==> src/rtl/div_sequencer_if.sv <==
// rtl/div_sequencer_if.sv - EX-stage divide request/response bundle
interface div_sequencer_if #(
  parameter int WIDTH = 32
);
  logic [4:0]       AluControlPort;
  logic             op_valid;
  logic             flush;
  logic [WIDTH-1:0] rs1_val;
  logic [WIDTH-1:0] rs2_val;
  logic [4:0]       rd_in;
  logic             DivStalled;
  logic             div_result_valid;
  logic [WIDTH-1:0] div_result;
  logic [4:0]       div_rd;

  modport master (
    output AluControlPort, op_valid, flush, rs1_val, rs2_val, rd_in,
    input  DivStalled, div_result_valid, div_result, div_rd
  );

  modport slave (
    input  AluControlPort, op_valid, flush, rs1_val, rs2_val, rd_in,
    output DivStalled, div_result_valid, div_result, div_rd
  );
endinterface

==> src/rtl/div_sequencer.sv <==
// rtl/div_sequencer.sv - multicycle RV32M restoring divider with fast path and flush
module div_sequencer #(
  parameter int WIDTH = 32
) (
  input logic           clk,
  input logic           reset,
  div_sequencer_if.slave bus
);
  localparam int CW = $clog2(WIDTH);

  typedef enum logic [1:0] {IDLE, CALC, DONE} state_t;

  state_t           state, next_state;
  logic             is_div, start, signed_op, div_zero, sgn_ovf;
  logic [1:0]       op_q;
  logic [4:0]       rd_q;
  logic [WIDTH-1:0] divisor_q, rem_q, quo_q;
  logic             q_neg, r_neg;
  logic [CW-1:0]    cnt;
  logic [WIDTH-1:0] abs_a, abs_b;
  logic [WIDTH:0]   shifted, trial;
  logic [WIDTH-1:0] rem_n, quo_n, quo_fix, rem_fix;

  assign is_div    = bus.AluControlPort[4] & bus.AluControlPort[2];
  assign signed_op = ~bus.AluControlPort[0];
  assign start     = (state == IDLE) & bus.op_valid & is_div & ~bus.flush;
  assign div_zero  = (bus.rs2_val == '0);
  assign sgn_ovf   = signed_op & (bus.rs1_val == {1'b1, {(WIDTH-1){1'b0}}}) & (&bus.rs2_val);

  assign abs_a = (signed_op & bus.rs1_val[WIDTH-1]) ? -bus.rs1_val : bus.rs1_val;
  assign abs_b = (signed_op & bus.rs2_val[WIDTH-1]) ? -bus.rs2_val : bus.rs2_val;

  // One restoring step: the partial remainder is always below the divisor,
  // so whichever branch is kept fits back into WIDTH bits.
  assign shifted = {rem_q, quo_q[WIDTH-1]};
  assign trial   = shifted - {1'b0, divisor_q};
  assign rem_n   = trial[WIDTH] ? shifted[WIDTH-1:0] : trial[WIDTH-1:0];
  assign quo_n   = {quo_q[WIDTH-2:0], ~trial[WIDTH]};
  assign quo_fix = q_neg ? -quo_n : quo_n;
  assign rem_fix = r_neg ? -rem_n : rem_n;

  always_ff @(posedge clk) begin
    if (reset) state <= IDLE;
    else       state <= next_state;
  end

  always_comb begin
    next_state     = state;
    bus.DivStalled = (state == CALC) | start;
    case (state)
      IDLE: if (start) next_state = (div_zero | sgn_ovf) ? DONE : CALC;
      CALC: if (cnt == '0) next_state = DONE;
      DONE: next_state = IDLE;
      default: next_state = IDLE;
    endcase
    if (bus.flush) next_state = IDLE;
  end

  always_ff @(posedge clk) begin
    if (reset) begin
      bus.div_result_valid <= 1'b0;
      bus.div_result       <= '0;
      bus.div_rd           <= '0;
      cnt                  <= '0;
      op_q                 <= '0;
      rd_q                 <= '0;
      divisor_q            <= '0;
      rem_q                <= '0;
      quo_q                <= '0;
      q_neg                <= 1'b0;
      r_neg                <= 1'b0;
    end else begin
      bus.div_result_valid <= 1'b0;
      if (start) begin
        op_q      <= bus.AluControlPort[1:0];
        rd_q      <= bus.rd_in;
        divisor_q <= abs_b;
        quo_q     <= abs_a;
        rem_q     <= '0;
        cnt       <= CW'(WIDTH - 1);
        q_neg     <= (bus.AluControlPort[1:0] == 2'b00) & (bus.rs1_val[WIDTH-1] ^ bus.rs2_val[WIDTH-1]);
        r_neg     <= (bus.AluControlPort[1:0] == 2'b10) & bus.rs1_val[WIDTH-1];
        if (div_zero) begin
          bus.div_result       <= bus.AluControlPort[1] ? bus.rs1_val : '1;
          bus.div_result_valid <= 1'b1;
          bus.div_rd           <= bus.rd_in;
        end else if (sgn_ovf) begin
          bus.div_result       <= bus.AluControlPort[1] ? '0 : bus.rs1_val;
          bus.div_result_valid <= 1'b1;
          bus.div_rd           <= bus.rd_in;
        end
      end else if (state == CALC && !bus.flush) begin
        rem_q <= rem_n;
        quo_q <= quo_n;
        if (cnt == '0) begin
          bus.div_result       <= op_q[1] ? rem_fix : quo_fix;
          bus.div_result_valid <= 1'b1;
          bus.div_rd           <= rd_q;
        end else begin
          cnt <= cnt - 1'b1;
        end
      end
    end
  end
endmodule

==> src/flat_wrapper.sv <==
// flat-port wrapper written by rule: the top's interface ports become plain ports
module div_sequencer_flat 
#(
  parameter int WIDTH = 32
)
  (clk, reset, bus_AluControlPort, bus_op_valid, bus_flush, bus_rs1_val, bus_rs2_val, bus_rd_in, bus_DivStalled, bus_div_result_valid, bus_div_result, bus_div_rd);
  div_sequencer_if #(.WIDTH(WIDTH)) bus_i ();
  input logic clk;
  input logic reset;
  input wire logic [$bits(bus_i.AluControlPort)-1:0] bus_AluControlPort;
  input wire logic [$bits(bus_i.op_valid)-1:0] bus_op_valid;
  input wire logic [$bits(bus_i.flush)-1:0] bus_flush;
  input wire logic [$bits(bus_i.rs1_val)-1:0] bus_rs1_val;
  input wire logic [$bits(bus_i.rs2_val)-1:0] bus_rs2_val;
  input wire logic [$bits(bus_i.rd_in)-1:0] bus_rd_in;
  output wire logic [$bits(bus_i.DivStalled)-1:0] bus_DivStalled;
  output wire logic [$bits(bus_i.div_result_valid)-1:0] bus_div_result_valid;
  output wire logic [$bits(bus_i.div_result)-1:0] bus_div_result;
  output wire logic [$bits(bus_i.div_rd)-1:0] bus_div_rd;
  assign bus_i.AluControlPort = bus_AluControlPort;
  assign bus_i.op_valid = bus_op_valid;
  assign bus_i.flush = bus_flush;
  assign bus_i.rs1_val = bus_rs1_val;
  assign bus_i.rs2_val = bus_rs2_val;
  assign bus_i.rd_in = bus_rd_in;
  assign bus_DivStalled = bus_i.DivStalled;
  assign bus_div_result_valid = bus_i.div_result_valid;
  assign bus_div_result = bus_i.div_result;
  assign bus_div_rd = bus_i.div_rd;
  div_sequencer #(.WIDTH(WIDTH)) u_core (.clk(clk), .reset(reset), .bus(bus_i));
endmodule
==> config.mk <==
export PLATFORM = sky130hd
export DESIGN_NAME = div_sequencer_flat
export DESIGN_NICKNAME = d
export VERILOG_FILES = /design/src/rtl/div_sequencer_if.sv /design/src/rtl/div_sequencer.sv /design/src/flat_wrapper.sv
export SDC_FILE = /design/constraint.sdc
export NUM_CORES = 1
export LEC_CHECK = 0
export CELL_PAD_IN_SITES_DETAIL_PLACEMENT = 1
export CELL_PAD_IN_SITES_GLOBAL_PLACEMENT = 1
export CORE_MARGIN = 2
export CORE_UTILIZATION = 40
export CTS_BUF_LIST = sky130_fd_sc_hd__clkbuf_4
export DETAILED_ROUTE_END_ITERATION = 10
export GPL_ROUTABILITY_DRIVEN = 0
export PLACE_DENSITY_LB_ADDON = 0.1
export SLEW_MARGIN = 20
export SYNTH_ARGS = -nofsm -noshare
export SYNTH_HDL_FRONTEND = slang
export SYNTH_SLANG_ARGS = --single-unit
export TNS_END_PERCENT = 1
==> constraint.sdc <==
create_clock -name clk -period 5.6 [get_ports clk]
set_input_delay 0.84 -clock clk [delete_from_list [all_inputs] [get_ports clk]]
set_output_delay 0.84 -clock clk [all_outputs]
set_load 0.01 [all_outputs]
# After elaboration in Yosys (flattened, before gate mapping)
# Index checks and enable logic that the tools add are counted.
# totals
regBits	150
latch_bits	0
mem_bits_rw	0
rom_bits	0
output_inout_bits	39
elab_cells	87
n_memories	0
# classes
addsub	6
multipliers	0
div	0
magnitude_cmp	0
eq_ne	7
shift	0
n_mux	32
n_bitwise	16
n_reduce_logical	14
# ops
operator	n
$mux W32	15
$neg A32 Y32	4
$mux W5	8
$sub A33 B32 Y33	1
$eq A32 B32 Y1 const B	1
$logic_not A32 Y1	1
$reduce_and A32 Y1	1
$and A1 B1 Y1	10
$mux W2	3
$logic_not A5 Y1	1
$mux W1	5
$sub A5 B1 Y5 const B	1
$logic_not A2 Y1	2
$ne A2 B1 Y1 const B	2
$pmux W2 S2	1
$reduce_and A2 Y1	2
$reduce_bool A2 Y1	2
$reduce_or A2 Y1	2
$ne A3 B3 Y1 const B	1
$not A1 Y1	3
$reduce_and A3 Y1	1
$eq A2 B1 Y1 const B	1
$eq A2 B2 Y1 const B	1
$ne A2 B2 Y1 const B	1
other kinds (4)	5

# Depth between registers and ports, before layout
# Gate-level depths: netlist of the first run.
# depth
ltp_word	8
mapped_depth	30
ltp_nobuf	25

# Least setup slack after synthesis of the first run
# OpenSTA, ideal clock, no wires.
# synth_timing
path_type	reg2reg
start	reg u_core.quo_q[31]
end	reg u_core.bus.div_result[26]
t_arrival_ns	5.332
t_required_ns	5.508
setup_slack_ns	0.176
path_stages_with_launch	29
synth_period_minus_slack_ns	5.424
cell_sequence	dfxtp_1 -> inv_1 -> ha_1 -> inv_1 -> fa_1 -> and3_1 -> o211a_1 -> o21ai_1 -> a21oi_1 -> o21ai_0 -> and2_1 -> buf_2 -> inv_2 -> buf_2 -> buf_2 -> buf_2 -> nand2_1 -> o21ai_0 -> inv_1 -> ha_1 -> inv_1 -> or4_4 -> nor4_4 -> a41oi_1 -> or3_4 -> o21ai_2 -> xor2_1 -> a211oi_1 -> nor4_1
# synth_via
elab_chain_len	8
# synth_lines
element	line	rtl
start, declared	div_sequencer.sv:17	logic [WIDTH-1:0] divisor_q, rem_q, quo_q;
start signal, assigned	div_sequencer.sv:78	quo_q <= abs_a;
start signal, assigned	div_sequencer.sv:94	quo_q <= quo_n;
$sub A33 B32 Y33	div_sequencer.sv:36	assign trial = shifted - {1'b0, divisor_q};
$mux W32 or $not A1 Y1 (tied branches)	div_sequencer.sv:37, div_sequencer.sv:38	
$neg A32 Y32, on equally long branches	div_sequencer.sv:40, div_sequencer.sv:39	
$mux W32, on equally long branches	div_sequencer.sv:40, div_sequencer.sv:39	
$mux W32 (*)	div_sequencer.sv:96	bus.div_result <= op_q[1] ? rem_fix : quo_fix;
$mux W32 (*)	div_sequencer.sv:95	if (cnt == '0) begin
$mux W32 (*)	div_sequencer.sv:92	end else if (state == CALC && !bus.flush) begin
$mux W32 (*)	div_sequencer.sv:74	if (start) begin
end signal, assigned	div_sequencer.sv:84	bus.div_result <= bus.AluControlPort[1] ? bus.rs1_val : '1;
end signal, assigned	div_sequencer.sv:88	bus.div_result <= bus.AluControlPort[1] ? '0 : bus.rs1_val;
end signal, assigned	div_sequencer.sv:96	
end, declared	div_sequencer_if.sv:23	output DivStalled, div_result_valid, div_result, div_rd
# Every way passes the cells marked *; elsewhere a longest branch is shown, timed or not. The select of a mux whose other input is x is not followed.
# A chain may end at the register's enable or synchronous reset.

# Worst setup path in the final report of the first run
# Ends and elaborated chain as after synthesis.

==> flow_summary.ini, run 1 <==
[yosys]
synthCells = 1623
synth_edf_count = 0
synth_seq_cells = 149
synth_common_cells = 223 x nor2_1, 174 x nand2_1, 149 x dfxtp_1
synth_top_family_by_area = compound AO/OA/AOI/OAI gates
synth-xor-area-share_pct = 9.34
avgSynthCellArea_um2 = 7.34
synth_most_common_cell = nor2_1
synth_warnings = 0
synthMuxAreaShare_pct = 3.15
synth_compound_area_share_pct = 25.9
synth.distinct_cells = 80
async_flop_share_pct = 0
synthTopCellsByArea = dfxtp_1 25%, nor2_1 7.0%, nand2_1 5.5%
synth_top_area_cell = dfxtp_1
synthSimpleGateAreaFrac_pct = 24.9
yosysSeqAreaShare_pct = 25.0
synth_area_um2 = 11900
netlist.area_leader.share_pct = 25.0
ys.flop_type = dfxtp_1
synth_fa_ha_area_share_pct = 6.28
syn-num-nets = 1741

[routing]
vias = 12372
drc_errors = 0
via_per_inst = 5.92
drt_iter0_markers = 777
wirelength_um = 43800
firstDrtPassIters = 5
wl_per_cell_um = 21.0
detail-route-antenna-nets = 0

[die]
initial_core_util_pct = 40.4
coreArea_um2 = 29500
fp.dieH_um = 177
rows = 63
ios = 117
fp.dieW_um = 177
dieArea_um2 = 31200

[place]
post_dp_cell_area_um2 = 13400
numPortBuffers = 115
dp_hpwl_um = 33400

[worst_setup_path]
worstSetupPathType = register to register
r2r_setup_slack_ns = 0.30
end_kind = register
slowest_stage = or4_4
cpPeakStageDelay_ns = 0.57
cp_cell_sequence = inv_1, ha_1, inv_1, fa_1, and3_1, o211a_1, o21ai_2, a21oi_1, or3_1, and2_2, inv_2, o21ai_0, inv_1, ha_1, inv_1, or4_4, nor4_4, a41oi_2, or3_4, o21ai_2, xor2_1, a211oi_1, nor4_1
critPathLaunchType = register
crit_buf_inv = 5
worstPathArrival_ns = 5.85
crit_required_ns = 6.15
cp_top_family = simple AND/OR/NAND/NOR gates
cp_max_fo = 4
cp_common_cell = inv_1

[sta]
fin_crit_ns = 5.30
post-route-period-util_pct = 94.7
final.setup.tns_ns = 0
rsz0062_at_grt = no
hold_viol = 0
fmax_ghz = 0.189
finClkSkew_ns = 0.0318
worst_hold_slack_ns = 0.466
finalMaxSlewViolations = 0
slew_headroom_pct = 33.3
setup_viol = 0
tightest_slew_ns = 1.00

[global_routing]
grt_pass1_vias = 12193
grt_max_degree = 90
grt_pass1_wl_um = 68500
antenna_found_initial = 2
grtUsageTotal_pct = 28.2
grt-ovfl-total = 0

[clock_tree]
clkLatencyLatePin_ns = 0.65
clk_pin_slew_ns = 0.14
cts-root-buf = clkbuf_4
cts.htree.levels = 4
cts_buffers = 17
cts_buffer_depth = 2
numClockSinks = 149
cts_tree = yes

[layout]
fillers = 3766
regArea_um2 = 2980
finish.net_count = 1803
final_layout_size_suffix_gt1_share_pct = 5.54
area_delta_synth_final_pct = 14.9
multi_input_comb_area_um2 = 8330
fin_area_um2 = 13700

[worst_hold_path]
hp-class = register to register

[flow_run]
drv_cap = 0

[pwr]
p_per_area_nw_per_um2 = 207
peakVddDrop_uv = 141
leakage_nw = 4.68

[status]
status = completed
==> kinds of logic (layout without fill, tap and decap cells) <==
family | after synthesis | count (layout)
compound gates | 450 | 450
xor+xnor | 127 | 127
fa+ha+maj | 64 | 64
buf+inv | 167 | 242
flops | 149 | 149
mux | 35 | 35
other cells | 0 | 2
simple gates | 631 | 631
==> worst reg2reg max path: stages (launching register included) <==
cell and delay, ns:
dfxtp_1 0.34, inv_1 0.05, ha_1 0.19, inv_1 0.07, fa_1 0.40, and3_1 0.20
o211a_1 0.30, o21ai_2 0.18, a21oi_1 0.09, or3_1 0.33, and2_2 0.28, inv_2 0.11
o21ai_0 0.14, inv_1 0.09, ha_1 0.17, inv_1 0.06, or4_4 0.57, nor4_4 0.32
a41oi_2 0.19, or3_4 0.41, o21ai_2 0.13, xor2_1 0.23, a211oi_1 0.11, nor4_1 0.27
==> final timing paths <==
kind,depth (start not counted),from,end
worst max register to register,23,u_core.quo_q[31],u_core.bus.div_result[26]
worst max-delay path,23,u_core.quo_q[31],u_core.bus.div_result[26]
worst min-delay path,2,u_core.divisor_q[18],u_core.divisor_q[18]
worst min register to register,2,u_core.divisor_q[18],u_core.divisor_q[18]
==> sequential cells by signal, summed over array words and instances, names as in the netlist <==
register,cells
u_core.bus.div_result,32
u_core.divisor_q,32
u_core.quo_q,32
u_core.rem_q,32
u_core.bus.div_rd,5
u_core.cnt,5
u_core.rd_q,5
u_core.state,2
u_core.bus.div_result_valid,1
u_core.op_q,1
u_core.q_neg,1
u_core.r_neg,1
==> metrics by stage <==
| stage | instances | worst slack [ns] | total power (W) | utilization [%] |
|---|---|---|---|---|
| 6_report | 2090 | 0.298 | 0.00283 | 46.4 |
| 5_1_grt | 2090 | 0.0202 | 0.00300 | 46.4 |
| 4_1_cts | 2088 | 0.218 | 0.00284 | 46.4 |
| 3_5_place_dp | 2056 | 0.262 | 0.00216 | 45.5 |
| 3_3_place_gp | 2056 | 0.345 | 0.00214 | 45.5 |
| 2_1_floorplan | 1623 | 0.176 | 0.00182 | - |
==> report_power, final <==
| part | switching, W | total [W] | internal (W) |
|---|---|---|---|
| Clock | 0.000456 | 0.000683 | 0.000227 |
| Sequential | 0.0000240 | 0.00111 | 0.00108 |
| Combinational | 0.000651 | 0.00104 | 0.000393 |
| Total | 0.00113 | 0.00283 | 0.00170 |
==> routing by layer <==
layer | vias up | track usage (%) | routed length, um
met5 | - | 0 | 0
met4 | 0 | 8.61 | 996
met3 | 60 | 3.77 | 1540
met2 | 243 | 46.1 | 20200
met1 | 6022 | 38.7 | 21000
li1 | 6047 | - | -
==> cell type report <==
cell class	instances	area share, %
Multi-Input combinational cell	1307	60.8
Sequential cell	149	21.8
Clock inverter	13	0.786
Clock buffer	19	1.04
Timing Repair Buffer	149	10.3
Antenna cell	2	0.0366
Inverter	61	1.67
Tap cell	390	3.56
==> cell usage in the layout, fill, tap and decap left out, drive strengths merged, types with 6 or more instances in the layout <==
| master | netlist | final |
|---|---|---|
| inv | 60 | 63 |
| clkbuf | 80 | 19 |
| or4 | 15 | 15 |
| nand2b | 17 | 17 |
| o2111ai | 6 | 6 |
| maj3 | 24 | 24 |
| nand4 | 16 | 16 |
| clkinv | 1 | 6 |
| o21ai | 81 | 81 |
| nor2b | 10 | 10 |
| or3 | 31 | 31 |
| a311oi | 44 | 44 |
| xnor2 | 74 | 74 |
| o41ai | 15 | 15 |
| nand3 | 31 | 31 |
| nor3 | 41 | 41 |
| xor2 | 53 | 53 |
| o211ai | 11 | 11 |
| mux2i | 33 | 33 |
| nor2 | 223 | 223 |
| ha | 39 | 39 |
| nor4 | 19 | 19 |
| and3 | 11 | 11 |
| a21oi | 97 | 97 |
| nand2 | 174 | 174 |
| dfxtp | 149 | 149 |
| o221ai | 6 | 6 |
| clkdlybuf4s50 | 0 | 114 |
| o31ai | 26 | 26 |
| a31oi | 15 | 15 |
| o21a | 7 | 7 |
| or2 | 9 | 9 |
| and2 | 13 | 13 |
| buf | 26 | 35 |
| a211oi | 84 | 84 |
| a21o | 12 | 12 |
==> timing repair <==
action / 4_1_cts / 5_1_grt
buffers inserted: 0 / 0
setup endpoints to repair: 0 / 3
hold buffers: 0 / 0
gates resized for setup: 0 / 4
Power figures use the tool's default switching activity.
==> run 2, diff against run 1 <==
CORE_UTILIZATION = 44   (was 40)
DONT_BUFFER_PORTS = 1   (was unset)
==> run 2 against run 1 <==
Sequential share of layout area up 2.1 points. Worst setup slack got worse by 0.13 ns. Critical endpoint unchanged. Non-clock buffer count is 118 lower. Hold slack got worse by 0.18 ns. Die area fell by 8.9%. Sequential cell count did not move. Clock-buffer cell count decreased by 2. Maximum frequency is 2.4% lower. First-iteration DRC count increased by 7.3%. Largest cell class unchanged. Largest power group unchanged.
==> flow_summary.ini, run 2 (synthesized netlist as in run 1, its figures left out) <==
[status]
status = completed

[layout]
regArea_um2 = 2980
final_cell_mix = 222 x nor2_1, 174 x nand2_1, 149 x dfxtp_1
multi_input_comb_area_um2 = 8340
fillers = 3362
final_layout_size_suffix_gt1_share_pct = 6.01
finish.net_count = 1685
utilization_pct = 46.7
area_delta_synth_final_pct = 5.02
layout_commonest_cell = nor2_1

[die]
coreArea_um2 = 26800
fp.dieH_um = 169
ios = 117
dieArea_um2 = 28400
initial_core_util_pct = 44.4
rows = 60
fp.dieW_um = 169

[worst_setup_path]
crit_required_ns = 6.13
cp_max_fo = 5
worstPathArrival_ns = 5.96
critPathLaunchType = register
end_kind = register
worstSetupPathType = register to register

[routing]
wirelength_um = 42600
vias = 12173
detail-route-antenna-nets = 0
drt_iter0_markers = 834
firstDrtPassIters = 6
wl_per_cell_um = 22.1
drc_errors = 0
via_per_inst = 6.32

[sta]
finClkSkew_ns = 0.0468
final.setup.tns_ns = 0
finalMaxSlewViolations = 0
fin_ws_ns = 0.166
worst_hold_slack_ns = 0.283
hold_viol = 0
slew_headroom_pct = 33.2
setup_viol = 0
tightest_slew_ns = 1.00
post-route-period-util_pct = 97.0
fin_crit_ns = 5.43
fmax_ghz = 0.184

[pwr]
p_comb_share_pct = 33.9
p_clk_share_pct = 26.2
switching_power_w = 0.00115
peakVddDrop_uv = 155
netSwitchingFraction_pct = 41.5
p_per_area_nw_per_um2 = 222
leakage_nw = 4.25
p_int_w = 0.00163
pwr-share-seq_pct = 39.9
p_total_w = 0.00278

[place]
preCtsSetupSlack_ns = 0.165
numPortBuffers = 0
dp_hpwl_um = 31800

[global_routing]
grt_pass1_vias = 12027
grt_pass1_wl_um = 66700
antenna_found_initial = 1
grt-ovfl-total = 0
grtUsageTotal_pct = 29.8
grt_max_degree = 114

[clock_tree]
cts_buffers = 17
numClockSinks = 149
cts.htree.levels = 4
cts_tree = yes
cts_buffer_depth = 2
clkLatencyLatePin_ns = 0.61
clk_pin_slew_ns = 0.18
cts-root-buf = clkbuf_4
cts_hold_buffers = 0

[flow_run]
drv_cap = 0

[worst_hold_path]
hp-class = input port to register
==> run 2: repair_timing <==
action	CTS	global route
buffers inserted	0	1
setup endpoints to repair	0	3
gates resized for setup	0	4
==> run 2: critical path, cell delays in order (launching register included) <==
cell and delay (ns):
dfxtp_1 0.35, inv_1 0.05, ha_1 0.20, inv_1 0.07, fa_1 0.40, and3_1 0.20
o211a_1 0.29, o21ai_1 0.21, a21oi_1 0.12, or3_1 0.33, and2_2 0.26, inv_2 0.09
o21ai_0 0.13, inv_1 0.10, ha_2 0.22, inv_1 0.07, or4_4 0.57, nor4_4 0.36
a41oi_2 0.19, or3_4 0.41, o21ai_2 0.13, xor2_1 0.23, a211oi_1 0.11, nor4_1 0.27
==> run 2: final timing paths <==
path,end,start,slack (ns),depth (start not counted)
setup reg to reg,u_core.bus.div_result[26],u_core.quo_q[31],0.17,23
setup / recovery,u_core.bus.div_result[26],u_core.quo_q[31],0.17,23
hold / removal,u_core.rd_q[0],reset,0.28,1
hold reg to reg,u_core.divisor_q[18],u_core.divisor_q[18],0.47,2
==> run 2: power groups by stage <==
stage	sequential, W	combinational, W	clock [W]
6_report	0.00111	0.000940	0.000729
3_5_place_dp	0.00113	0.000918	0
3_3_place_gp	0.00113	0.000898	0
2_1_floorplan	0.00112	0.000698	0
5_1_grt	0.00111	0.00103	0.000783
4_1_cts	0.00111	0.000923	0.000738
==> run 2: stage by stage <==
| step | instance area (um^2) | std cells |
|---|---|---|
| after floorplan | 11900 | 1623 |
| after global placement | 12200 | 1888 |
| after detailed placement | 12200 | 1888 |
| after CTS | 12500 | 1920 |
| after global routing | 12500 | 1926 |
| final | 12500 | 1926 |
==> run 2: per-layer routing <==
| layer | up-vias | part of all wire, % | routed length, um | GRT usage, % |
|---|---|---|---|---|
| met5 | - | 0 | 0 | 0 |
| met4 | 0 | 2.0 | 856 | 7.16 |
| met3 | 50 | 5.3 | 2240 | 4.33 |
| met2 | 344 | 46 | 19500 | 49.1 |
| met1 | 5962 | 47 | 20000 | 41.3 |
| li1 | 5817 | - | - | - |
==> run 2: cell type report <==
class	count	area share (%)
Clock buffer	17	1.02
Clock inverter	15	1.25
Tap cell	341	3.41
Multi-Input combinational cell	1307	66.7
Inverter	61	1.83
Antenna cell	5	0.100
Timing Repair Buffer	31	1.86
Sequential cell	149	23.8
==> run 3, diff against run 2 <==
SLEW_MARGIN = 0   (was 20)
==> run 3 against run 2 <==
Die area stayed put. Critical path type unchanged. Highest routed layer unchanged. Global-route usage did not move. Worst setup slack improved by 0.011 ns.
==> flow_summary.ini, run 3 (synthesized netlist as in run 1, its figures left out) <==
[die]
fp.dieH_um = 169
ios = 117
fp.dieW_um = 169
coreArea_um2 = 26800
dieArea_um2 = 28400
initial_core_util_pct = 44.4
rows = 60

[worst_setup_path]
crit_required_ns = 6.13
cp_common_cell = inv_1
worstPathArrival_ns = 5.95
cp_max_fo = 5
worstSetupPathType = register to register
slowest_stage = or4_4
critPathLaunchType = register
cp_cell_sequence = inv_1, ha_1, inv_1, fa_1, and3_1, o211a_1, o21ai_1, a21oi_1, or3_1, and2_2, inv_2, o21ai_0, inv_1, ha_2, inv_1, or4_4, nor4_4, a41oi_2, or3_4, o21ai_2, xor2_1, a211oi_1, nor4_1
end_kind = register
cpPeakStageDelay_ns = 0.57
rr_worst_depth = 23

[place]
preCtsSetupSlack_ns = 0.165
placedCellCount = 1888
numPortBuffers = 0
dp_hpwl_um = 31800

[clock_tree]
clk_pin_slew_ns = 0.18
cts_tree = yes
clkLatencyLatePin_ns = 0.61
cts_hold_buffers = 0
cts_buffer_depth = 2
cts-root-buf = clkbuf_4
cts_buffers = 17
cts.htree.levels = 4
numClockSinks = 149

[routing]
wirelength_um = 42700
firstDrtPassIters = 5
via_per_inst = 6.31
drc_errors = 0
wl_per_cell_um = 22.2
drt_iter0_markers = 819
vias = 12153
detail-route-antenna-nets = 0

[layout]
final_cell_mix = 222 x nor2_1, 174 x nand2_1, 149 x dfxtp_1
area_delta_synth_final_pct = 4.97
utilization_pct = 46.6
layout.cells.non_filler = 1926
finish.net_count = 1685
fillers = 3363
final_layout_size_suffix_gt1_share_pct = 5.95
layout_commonest_cell = nor2_1

[sta]
finClkSkew_ns = 0.0490
tightest_slew_ns = 1.04
final.setup.tns_ns = 0
post-route-period-util_pct = 96.8
worst_hold_slack_ns = 0.280
fin_ws_ns = 0.177
fmax_ghz = 0.184
slew_headroom_pct = 29.7
hold_viol = 0
fin_crit_ns = 5.42
finalMaxSlewViolations = 0
setup_viol = 0

[global_routing]
grt_pass1_vias = 12027
grt_max_degree = 114
grtUsageTotal_pct = 29.8
grt_pass1_wl_um = 66700
grt-ovfl-total = 0
antenna_found_initial = 1

[worst_hold_path]
hp-class = input port to register
hold_depth = 1

[pwr]
peakVddDrop_uv = 154
leakage_nw = 4.25
p_per_area_nw_per_um2 = 222

[status]
status = completed

[flow_run]
drv_cap = 0
## run 3: through the flow
step | area, um^2 | power, W
2_1_floorplan | 11900 | 0.00182
3_3_place_gp | 12200 | 0.00203
3_5_place_dp | 12200 | 0.00205
4_1_cts | 12500 | 0.00277
5_1_grt | 12500 | 0.00292
6_report | 12500 | 0.00278
## run 3: worst max-delay path: cells and delay by family (launching register included)
family | cells | cell delay (ns)
buf+inv | 5 | 0.38
flops | 1 | 0.35
compound gates | 7 | 1.19
fa+ha+maj | 3 | 0.81
xor+xnor | 1 | 0.23
simple gates | 7 | 2.40
## run 3: final timing paths
kind	from	slack, ns	to
min	reset	0.28	u_core.rd_q[0]
min reg2reg	u_core.divisor_q[18]	0.47	u_core.divisor_q[18]
max reg2reg	u_core.quo_q[31]	0.18	u_core.bus.div_result[26]
max	u_core.quo_q[31]	0.18	u_core.bus.div_result[26]
## run 3: repair_timing
action                                  in CTS  in global routing
gates resized for setup                      0                  4
endpoints found under the hold margin        0                  0
setup buffers                                0                  1
endpoints found under the setup margin       0                  3
## run 3: final cells by class
type | count | area (um^2) | share of cell area, %
Antenna cell | 5 | 12.5 | 0.100
Clock inverter | 15 | 156 | 1.25
Clock buffer | 17 | 128 | 1.02
Sequential cell | 149 | 2980 | 23.9
Timing Repair Buffer | 31 | 233 | 1.86
Tap cell | 341 | 427 | 3.41
Multi-Input combinational cell | 1307 | 8330 | 66.7
Inverter | 61 | 229 | 1.83
## run 3: report_power, final
group	internal (W)	switching (W)	leakage, nW
clock	0.000202	0.000525	0.146
combinational	0.000341	0.000599	2.89
sequential	0.00108	0.0000259	1.21
total	0.00163	0.00115	4.25
## run 3: routing by layer
metal | wire length [um] | global-route usage [%]
met2 | 19500 | 49.1
met5 | 0 | 0
met3 | 1990 | 4.33
met1 | 20300 | 41.3
met4 | 904 | 7.16
